`config.mk`:
```
export PLATFORM = sky130hd
export DESIGN_NAME = truth_table_sweeper
export DESIGN_NICKNAME = d
export VERILOG_FILES = /design/src/rtl/truth_table_sweeper.sv
export SDC_FILE = /design/constraint.sdc
export NUM_CORES = 1
export LEC_CHECK = 0
export ABC_AREA = 1
export CAP_MARGIN = 15
export CELL_PAD_IN_SITES_DETAIL_PLACEMENT = 1
export CELL_PAD_IN_SITES_GLOBAL_PLACEMENT = 2
export CORE_ASPECT_RATIO = 1.25
export CORE_MARGIN = 4
export CORE_UTILIZATION = 28
export CTS_BUF_LIST = sky130_fd_sc_hd__clkbuf_4 sky130_fd_sc_hd__clkbuf_8 sky130_fd_sc_hd__clkbuf_16
export DETAILED_ROUTE_END_ITERATION = 10
export GPL_ROUTABILITY_DRIVEN = 1
export PLACE_DENSITY = 0.88
export SETUP_SLACK_MARGIN = 0.05
export SLEW_MARGIN = 25
export SYNTH_ARGS = -nofsm -noshare
export SYNTH_HDL_FRONTEND = slang
export SYNTH_SLANG_ARGS = --single-unit
```
`constraint.sdc`:
```
create_clock -name clk -period 2 [get_ports clk]
set_input_delay 0.5 -clock clk [delete_from_list [all_inputs] [get_ports clk]]
set_output_delay 0.5 -clock clk [all_outputs]
set_load 0.01 [all_outputs]
```
`src/rtl/truth_table_sweeper.sv`:
```
// Exhaustive truth-table sweeper: walks an N-bit vector through all 2^N values,
// samples a 1-bit DUT response at the end of each hold window and tallies mismatches.
module truth_table_sweeper #(
    parameter int                 N            = 4,
    parameter int                 HOLD         = 20,
    parameter logic [(1<<N)-1:0]  EXPECT       = 16'hB2F0,
    parameter bit                 STOP_ON_FAIL = 1'b0
) (
    input  logic          clk,
    input  logic          rst,
    input  logic          start,
    input  logic          dut_out,
    output logic [N-1:0]  vec,
    output logic          vec_valid,
    output logic          busy,
    output logic          done,
    output logic          pass,
    output logic [N:0]    err_count,
    output logic [N-1:0]  first_fail,
    output logic          first_fail_valid
);

    localparam int             HW        = (HOLD > 1) ? $clog2(HOLD) : 1;
    localparam logic [HW-1:0]  HOLD_LAST = HW'(HOLD - 1);
    localparam logic [HW-1:0]  HOLD_ONE  = HW'(1);
    localparam logic [N-1:0]   VEC_LAST  = {N{1'b1}};
    localparam logic [N-1:0]   VEC_ONE   = N'(1);
    localparam logic [N:0]     ERR_ONE   = (N+1)'(1);

    typedef enum logic [1:0] {
        ST_IDLE  = 2'd0,
        ST_APPLY = 2'd1,
        ST_DONE  = 2'd2
    } state_t;

    state_t         state_reg, state_next;
    logic [N-1:0]   vec_reg, vec_next;
    logic [HW-1:0]  hold_cnt_reg, hold_cnt_next;
    logic [N:0]     err_count_reg, err_count_next;
    logic [N-1:0]   first_fail_reg, first_fail_next;
    logic           first_fail_valid_reg, first_fail_valid_next;

    logic           sample_edge;
    logic           mismatch;

    assign sample_edge = (state_reg == ST_APPLY) && (hold_cnt_reg == HOLD_LAST);
    assign mismatch    = sample_edge && (dut_out != EXPECT[vec_reg]);

    always_ff @(posedge clk) begin
        if (rst) begin
            state_reg            <= ST_IDLE;
            vec_reg              <= '0;
            hold_cnt_reg         <= '0;
            err_count_reg        <= '0;
            first_fail_reg       <= '0;
            first_fail_valid_reg <= 1'b0;
        end else begin
            state_reg            <= state_next;
            vec_reg              <= vec_next;
            hold_cnt_reg         <= hold_cnt_next;
            err_count_reg        <= err_count_next;
            first_fail_reg       <= first_fail_next;
            first_fail_valid_reg <= first_fail_valid_next;
        end
    end

    always_comb begin
        state_next            = state_reg;
        vec_next              = vec_reg;
        hold_cnt_next         = hold_cnt_reg;
        err_count_next        = err_count_reg;
        first_fail_next       = first_fail_reg;
        first_fail_valid_next = first_fail_valid_reg;

        case (state_reg)
            ST_IDLE, ST_DONE: begin
                // A new run wipes every result from the previous one.
                if (start) begin
                    state_next            = ST_APPLY;
                    vec_next              = '0;
                    hold_cnt_next         = '0;
                    err_count_next        = '0;
                    first_fail_next       = '0;
                    first_fail_valid_next = 1'b0;
                end
            end
            ST_APPLY: begin
                if (sample_edge) begin
                    if (mismatch) begin
                        err_count_next = err_count_reg + ERR_ONE;
                        if (!first_fail_valid_reg) begin
                            first_fail_next       = vec_reg;
                            first_fail_valid_next = 1'b1;
                        end
                    end
                    // Early stop leaves vec parked on the failing vector.
                    if ((mismatch && STOP_ON_FAIL) || (vec_reg == VEC_LAST)) begin
                        state_next = ST_DONE;
                    end else begin
                        vec_next      = vec_reg + VEC_ONE;
                        hold_cnt_next = '0;
                    end
                end else begin
                    hold_cnt_next = hold_cnt_reg + HOLD_ONE;
                end
            end
            default: begin
                state_next = ST_IDLE;
            end
        endcase
    end

    assign vec              = vec_reg;
    assign vec_valid        = (state_reg == ST_APPLY);
    assign busy             = (state_reg == ST_APPLY);
    assign done             = (state_reg == ST_DONE);
    assign pass             = (state_reg == ST_DONE) && (err_count_reg == '0);
    assign err_count        = err_count_reg;
    assign first_fail       = first_fail_reg;
    assign first_fail_valid = first_fail_valid_reg;

endmodule

```
==> impl_metrics.yaml, run 1 <==
power_and_ir_drop:
  irDropWorstVdd_uv: 286.9
  power_uw: 971.4
  p_switching_uw: 264.2
  p_int_uw: 707.3
  swShare_pct: 27.19
  clock_power_share_pct: 33.6
  pwr-share-comb_pct: 17.4
  pwr-share-seq_pct: 49.0
  leakagePower_nw: 0.6794
  power_density_nw_per_um2: 628.6
detailed_routing:
  drt_iter0_drc: 18
  wl_per_cell_um: 11.40
  drc: 0
  ant_nets: 0
  vias: 1119
  routed_via_density: 4.423
  routed_wl_um: 2883
  firstDrtPassIters: 3
clock_network:
  cts.sinks: 22
  htreeDepth: 1
  hold_buffers: 0
  cts_root_buf: "clkbuf_8"
  cts_buffers: 3
  cts_buffer_depth: 2
  cts_tree: "yes"
  clkTransAtPathRegs_ns: 0.08
  clock_latency_ns: 0.26
placement:
  dp_hpwl_um: 2311
  port_buffers: 21
  dpl_cell_area_sq_um: 1486
  place.gp.congestion: 0.7640
  dp_cells: 249
synthesis:
  synth_seq_cells: 22
  synthesis.area_sq_um: 1185
  async_flop_share_pct: 0
  netlist-cell-type-count: 27
  synth_top_area_share_pct: 37.17
  synthCells: 170
  ys.flop_type: "dfxtp_1"
  syn_avg_cell_area_sq_um: 6.970
  synth_nets: 178
  yosys-top-cells-area: "dfxtp_1, nand2_1, nor2_1, inv_1, nand3_1"
  yosys_warnings: 0
  synth_edf_count: 0
  seq_area_frac_synth_pct: 37.17
  yosysTopAreaCell: "dfxtp_1"
finish:
  syn2layout_area_growth_pct: 30.41
  stdcell_area_sq_um: 1545
  multi_input_area_sq_um: 638.1
  antenna_cells: 0
  fillers: 536
  nets: 206
  seq_area_sq_um: 440.4
  final_cells: 253
  drive_gt1_share_pct: 14.21
die:
  die_area_sq_um: 5343
  ios: 22
  start_util_pct: 28.91
  fp.dieW_um: 66.19
  coreArea_sq_um: 4099
  die_h_um: 80.73
  rows: 26
worst_setup_path:
  critPathArrivalTime_ns: 1.32
  worstSetupPathType: "reg -> out"
  end_kind: "primary output"
  crit_path_max_fanout: 4
  critPathLaunchType: "flip-flop"
  crit_required_ns: 1.50
sta:
  drv_slew: 0
  final.setup.tns_ns: 0
  timing.final.crit_share_pct: 90.94
  fin_skew_ns: 0.003780
  timing.slew.headroom_pct: 75.31
  fmax_ghz: 0.5498
  grt_setup_unrepaired: "true"
  fin_crit_ns: 1.819
  setup_viol: 0
  worstMarginPinSlew_ns: 0.3699
  hold_viol: 0
global_route:
  grt_max_degree: 13
  grt_usage_pct: 12.06
  grt_pass1_wl_um: 4961
  antenna_found_initial: 0
  grt-ovfl-total: 0
  first_global_vias: 1097
flow_run:
  maxCapViolations: 0
outcome:
  status: "finished, final reports clean"
min_path:
  hold_path_class: "reg -> reg"
## cells in the mapped netlist, types with 2 or more instances
master / number
o21ai_0: 8
nand3_2: 2
xnor2_1: 2
dfxtp_1: 22
nand2_1: 32
nor3_2: 2
inv_2: 4
nor2_1: 30
nand2_2: 6
xor2_1: 2
ha_1: 4
inv_1: 20
nor3_1: 3
nor2_2: 2
nand3_1: 12
a21oi_1: 8
## final timing paths
| kind | slack, ns | end | cells after the start | from |
|---|---|---|---|---|
| worst max register to register | 0.36 | flip-flop | 9 | vec[0] |
| worst max-delay path | 0.18 | pass | 5 | err_count[0] |
| worst min-delay path | 0.48 | err_count[4] | 2 | err_count[4] |
| worst min register to register | 0.48 | err_count[4] | 2 | err_count[4] |
## repair_timing
item,in CTS,in global routing
setup endpoints to repair,2,3
gates resized for setup,2,3
gates cloned,0,0
pin swaps,0,0
buffers inserted,0,0
## cell usage in the layout (no fill, tap or decap), types with 2 or more instances in the layout
master and n:
clkdlybuf4s50_1 17, inv_2 4, clkbuf_8 4, nor2_2 2, dlymetal6s2s_1 2, ha_1 4, buf_4 5, xor2_1 2
inv_1 20, nand2_1 32, xnor2_1 2, nor3_1 3, nand3_2 2, nand2_2 6, nor2_1 30, a21oi_1 8
dfxtp_1 22, o21ai_0 8, nand3_1 12, nor3_2 2
## layout make-up
class | count | share of cell area, %
well taps | 56 | 4.534
repair buffers | 26 | 16.28
clock buffers | 4 | 3.563
flip-flops and latches | 22 | 28.50
multi-input cells | 121 | 41.30
inverters | 24 | 5.830
## power groups by stage
stage	sequential, mW	clock [mW]	combinational [mW]
3_5_place_dp	0.487	0	0.174
5_1_grt	0.480	0.362	0.192
2_1_floorplan	0.491	0	0.0986
6_report	0.476	0.326	0.169
4_1_cts	0.477	0.340	0.173
3_3_place_gp	0.486	0	0.172
## critical path: stages (launching register included)
cell,delay (ns)
dfxtp_1,0.35
inv_1,0.10
ha_1,0.15
nand3_1,0.07
nor3_1,0.13
clkdlybuf4s15_1,0.26
## layer usage
layer,wire (um),global-route usage [%],up-vias,part of all wire [%]
met2,1425,21.25,16,49
li1,-,-,587,-
met4,65,5.488,0,2.3
met1,1311,14.32,511,45
met5,0,0,-,0
met3,80,1.660,5,2.8
## through the flow
step                utilization, %  hold WS [ns]  worst slack, ns
global placement             36.26        0.4692          0.07101
detailed placement           36.26        0.4756          0.05295
CTS                          37.55        0.4888          0.05607
floorplan                        -        0.4614           0.4352
global route                 37.70        0.5015         0.009749
finish                       37.70        0.4850           0.1812
## cells by family after synthesis
kind of cell             after synthesis  share of synthesized area [%]
adder cells (fa/ha/maj)                4                          4.224
XOR/XNOR                               4                          2.957
flip-flops                            22                          37.17
AND/OR/NAND/NOR                       93                          36.86
AO/OA/AOI/OAI                         20                          9.821
buffers and inverters                 27                          8.975
Note: power is estimated with default switching activity, not from simulation.
==> run 2, diff against run 1 <==
--- a/config.mk
+++ b/config.mk
@@ -9,13 +9,13 @@
 export CAP_MARGIN = 15
 export CELL_PAD_IN_SITES_DETAIL_PLACEMENT = 1
 export CELL_PAD_IN_SITES_GLOBAL_PLACEMENT = 2
-export CORE_ASPECT_RATIO = 1.25
+export CORE_ASPECT_RATIO = 0.75
 export CORE_MARGIN = 4
 export CORE_UTILIZATION = 28
 export CTS_BUF_LIST = sky130_fd_sc_hd__clkbuf_4 sky130_fd_sc_hd__clkbuf_8 sky130_fd_sc_hd__clkbuf_16
 export DETAILED_ROUTE_END_ITERATION = 10
 export GPL_ROUTABILITY_DRIVEN = 1
-export PLACE_DENSITY = 0.88
+export PLACE_DENSITY_LB_ADDON = 0.1
 export SETUP_SLACK_MARGIN = 0.05
 export SLEW_MARGIN = 25
 export SYNTH_ARGS = -nofsm -noshare
==> impl_metrics.yaml, run 2 (synthesis gave the netlist of run 1 again) <==
finish:
  drive_gt1_share_pct: 15.66
  nets: 207
  final_cell_mix: "nand2_1, nor2_1, dfxtp_1"
  seq_area_sq_um: 441.7
  layout_commonest_cell: "nand2_1"
  antenna_cells: 0
  fillers: 540
  syn2layout_area_growth_pct: 30.52
  multi_input_area_sq_um: 638.1
min_path:
  hold_path_class: "reg -> reg"
  holdPathStages: 2
  min_to: "first_fail[3]"
  min_from: "first_fail[3]"
global_route:
  grt_usage_pct: 12.74
  antenna_found_initial: 0
  grt-ovfl-total: 0
  grt_pass1_wl_um: 5561
  grt_max_degree: 13
  first_global_vias: 1198
clock_network:
  hold_buffers: 0
  cts_buffers: 3
  post_cts_buffers: 0
  cts_buffer_depth: 2
  cts.sinks: 22
  clock_latency_ns: 0.26
  clkTransAtPathRegs_ns: 0.08
  htreeDepth: 1
  cts_tree: "yes"
  cts_root_buf: "clkbuf_8"
worst_setup_path:
  reg2reg_from: "vec[0]"
  critPathArrivalTime_ns: 1.38
  r2r_cells: 9
  critPathLaunchType: "flip-flop"
  setup.worst_path.start: "state_reg[1]"
  crit_path_max_fanout: 3
  worstSetupPathType: "reg -> out"
  end_kind: "primary output"
  crit_required_ns: 1.50
  reg2reg_slack_ns: 0.29
power_and_ir_drop:
  leakagePower_nw: 0.6700
  swShare_pct: 27.35
  clock_power_share_pct: 33.4
  power_density_nw_per_um2: 630.7
  p_switching_uw: 266.7
  pwr-share-comb_pct: 17.7
  irDropWorstVdd_uv: 242.8
  p_int_uw: 708.6
  pwr-share-seq_pct: 48.9
sta:
  fin_crit_ns: 1.879
  final.setup.tns_ns: 0
  hold_viol: 0
  fin_skew_ns: 0.004161
  setup_ws_ns: 0.1213
  setup_viol: 0
  timing.slew.headroom_pct: 79.13
  drv_slew: 0
  worstMarginPinSlew_ns: 0.3119
  fmax_ghz: 0.5323
  grt_setup_unrepaired: "false"
  timing.final.crit_share_pct: 93.94
detailed_routing:
  routed_via_density: 4.364
  wl_per_cell_um: 12.41
  firstDrtPassIters: 4
  vias: 1104
  routed_wl_um: 3140
  ant_nets: 0
  drc: 0
  drt_iter0_drc: 25
placement:
  post-place-ws_ns: 0.07285
  port_buffers: 21
  dp_hpwl_um: 2523
  place.gp.congestion: 0.7549
die:
  rows: 20
  coreArea_sq_um: 4054
  die_h_um: 64.34
  start_util_pct: 29.23
  ios: 22
  fp.dieW_um: 83.12
  die_area_sq_um: 5347
outcome:
  status: "finished, final reports clean"
flow_run:
  maxCapViolations: 0
## run 2: area by class of cell
class / instances / area share, %
multi-input combinational: 121 / 41.26
sequential: 22 / 28.56
timing repair buffer: 27 / 16.34
inverter: 24 / 5.825
tap: 55 / 4.450
clock buffer: 4 / 3.560
## run 2: metrics by stage
stage / instances / hold WS [ns] / power (mW) / util [%] / instance area (sq um)
2_1_floorplan: 170 / 0.4614 / 0.5891 / - / 1185
3_3_place_gp: 249 / 0.4662 / 0.6585 / 36.82 / 1493
3_5_place_dp: 249 / 0.4763 / 0.6622 / 36.82 / 1493
4_1_cts: 253 / 0.4933 / 0.9944 / 38.18 / 1548
5_1_grt: 253 / 0.5321 / 1.048 / 38.15 / 1546
6_report: 253 / 0.4895 / 0.9753 / 38.15 / 1546
## run 2: worst max-delay path by stage
stage	endpoint	slack (ns)	depth (start not counted)
2_1_floorplan	pass	0.44	4
4_1_cts	vec_valid	0.11	3
3_3_place_gp	flip-flop	0.10	11
3_5_place_dp	flip-flop	0.07	9
5_1_grt	vec_valid	0.05	3
6_report	busy	0.12	3
## run 2: layer usage
metal / vias to the layer above / track usage [%] / share of wire [%]
met3: 2 / 3.737 / 3.0
met4: 0 / 1.837 / 0.61
met5: - / 0 / 0
li1: 589 / - / -
met1: 497 / 16.95 / 53
met2: 16 / 20.90 / 43
## run 2: power groups by stage
stage	Combinational (mW)	Clock, mW	Sequential (mW)
6_report	0.173	0.326	0.477
5_1_grt	0.195	0.372	0.481
4_1_cts	0.176	0.340	0.478
3_5_place_dp	0.174	0	0.488
3_3_place_gp	0.171	0	0.487
2_1_floorplan	0.0986	0	0.491
## run 2: critical path, cell delays in order, from the launching register on
cell and delay, ns:
dfxtp_1 0.32, buf_4 0.15, nor2_8 0.11, clkdlybuf4s50_1 0.54
## run 2: what timing repair did
action | 4_1_cts | 5_1_grt
pin swaps | 0 | 0
setup endpoints to repair | 3 | 2
resized for setup | 2 | 3
==> run 3, diff against run 2 <==
--- a/config.mk
+++ b/config.mk
@@ -11,7 +11,7 @@
 export CELL_PAD_IN_SITES_GLOBAL_PLACEMENT = 2
 export CORE_ASPECT_RATIO = 0.75
 export CORE_MARGIN = 4
-export CORE_UTILIZATION = 28
+export CORE_UTILIZATION = 25
 export CTS_BUF_LIST = sky130_fd_sc_hd__clkbuf_4 sky130_fd_sc_hd__clkbuf_8 sky130_fd_sc_hd__clkbuf_16
 export DETAILED_ROUTE_END_ITERATION = 10
 export GPL_ROUTABILITY_DRIVEN = 1
==> constraint.sdc (replaced) <==
create_clock -name clk -period 1.5 [get_ports clk]
set_input_delay 0.375 -clock clk [delete_from_list [all_inputs] [get_ports clk]]
set_output_delay 0.375 -clock clk [all_outputs]
set_load 0.01 [all_outputs]
==> impl_metrics.yaml, run 3 (synthesis gave the netlist of run 1 again) <==
placement:
  place.gp.congestion: 0.8083
  dp_hpwl_um: 2742
  port_buffers: 21
  dp_cells: 270
worst_setup_path:
  crit_path_max_fanout: 5
  reg2reg_from: "state_reg[0]"
  worstSetupPathType: "reg -> reg"
  critPathArrivalTime_ns: 1.68
  r2r_cells: 10
  end_kind: "flip-flop"
  critPathLaunchType: "flip-flop"
  crit_required_ns: 1.67
  reg2reg_slack_ns: -0.02
finish:
  fin_util_pct: 45.21
  final_cell_mix: "buf_4, nand2_1, nor2_1"
  nets: 236
  layout_commonest_cell: "buf_4"
  drive_gt1_share_pct: 52.65
  fillers: 548
  final_cells: 283
  antenna_cells: 0
  syn2layout_area_growth_pct: 72.44
die:
  die_h_um: 67.62
  fp.dieW_um: 87.50
  start_util_pct: 26.22
  die_area_sq_um: 5916
  coreArea_sq_um: 4519
  ios: 22
  rows: 21
detailed_routing:
  drt_iter0_drc: 28
  routed_via_density: 4.473
  routed_wl_um: 3900
  ant_nets: 0
  drc: 0
  firstDrtPassIters: 4
  vias: 1266
  wl_per_cell_um: 13.78
clock_network:
  cts_buffers: 3
  clkTransAtPathRegs_ns: 0.08
  cts_root_buf: "clkbuf_8"
  cts.sinks: 22
  hold_buffers: 0
  htreeDepth: 1
  cts_tree: "yes"
  cts_buffer_depth: 2
  clock_latency_ns: 0.27
global_route:
  grt_max_degree: 12
  grt_pass1_wl_um: 6161
  first_global_vias: 1329
  antenna_found_initial: 0
  grt_usage_pct: 13.44
  grt-ovfl-total: 0
sta:
  worstMarginPinSlew_ns: 0.3520
  setup_viol: 1
  fin_crit_ns: 1.517
  hold_viol: 0
  hold_slack_ns: 0.4948
  final.setup.tns_ns: -0.01678
  timing.final.crit_share_pct: 101.1
  timing.slew.headroom_pct: 76.35
  grt_setup_unrepaired: "true"
  drv_slew: 0
  fmax_ghz: 0.6593
  setup_ws_ns: -0.01678
  fin_skew_ns: 0.003671
power_and_ir_drop:
  pwr-share-seq_pct: 46.4
  power_mw: 1.377
  leakagePower_nw: 0.9058
  pwr-share-comb_pct: 25.7
  swShare_pct: 30.85
  irDropWorstVdd_uv: 395.3
  clock_power_share_pct: 27.9
  p_int_uw: 952.3
  p_switching_uw: 424.9
  power_density_nw_per_um2: 674.1
flow_run:
  maxCapViolations: 0
min_path:
  min_from: "first_fail[2]"
  holdPathStages: 2
  min_to: "first_fail[2]"
  hold_path_class: "reg -> reg"
outcome:
  violations: "setup timing"
  status: "finished with violations"
-- run 3: cell count changes in the layout (fill, tap and decap cells not counted), sizes merged --
cell | previous run | this run
buf | 6 | 38
clkdlybuf4s50 | 19 | 1
dlygate4sd2 | 0 | 14
clkbuf | 5 | 4
clkdlybuf4s15 | 0 | 1
-- run 3: layout make-up --
cell class	instances	area [sq um]	area share, %
sequential	22	452.9	22.17
clock buffer	3	41.29	2.021
inverter	24	107.6	5.266
tap	57	71.32	3.491
timing repair buffer	56	480.5	23.52
multi-input combinational	121	889.6	43.54
-- run 3: power by group through the flow --
stage	logic (mW)	registers (mW)	clock network (mW)
floorplan	0.131	0.654	0
global placement	0.266	0.641	0
detailed placement	0.268	0.643	0
CTS	0.286	0.634	0.403
global route	0.391	0.644	0.422
finish	0.354	0.639	0.384
-- run 3: critical path: stages, from the launching register on --
cell	delay, ns
dfxtp_2	0.37
buf_6	0.14
inv_6	0.04
nor2_8	0.12
buf_8	0.15
a21oi_4	0.07
buf_4	0.14
nand3_1	0.11
nand3_4	0.10
o21ai_2	0.12
nand2_1	0.05
-- run 3: repair_timing --
item / 4_1_cts / 5_1_grt
cloned: 0 / 1
gates resized for setup: 76 / 54
buffers inserted: 5 / 5
setup endpoints to repair: 37 / 21
pin swaps: 14 / 26
-- run 3: worst max path at each step --
stage | cells after the start | from | endpoint
floorplan | 4 | state_reg[1] | pass
global placement | 11 | start | flip-flop
detailed placement | 11 | start | flip-flop
CTS | 5 | err_count[0] | pass
global route | 10 | state_reg[0] | flip-flop
finish | 10 | state_reg[0] | flip-flop
-- run 3: metrics by stage --
stage / worst slack, ns / instance area [sq um]
2_1_floorplan: 0.06020 / 1185
3_3_place_gp: -0.2795 / 1638
3_5_place_dp: -0.2978 / 1638
4_1_cts: -0.1456 / 1790
5_1_grt: -0.1100 / 2043
6_report: -0.01678 / 2043
-- run 3: layer usage --
| layer | wire, um | global-route usage, % | vias up |
|---|---|---|---|
| met5 | 0 | 0 | - |
| met3 | 165 | 3.902 | 2 |
| met4 | 21 | 2.874 | 0 |
| met1 | 1841 | 16.86 | 597 |
| li1 | - | - | 648 |
| met2 | 1871 | 22.93 | 19 |
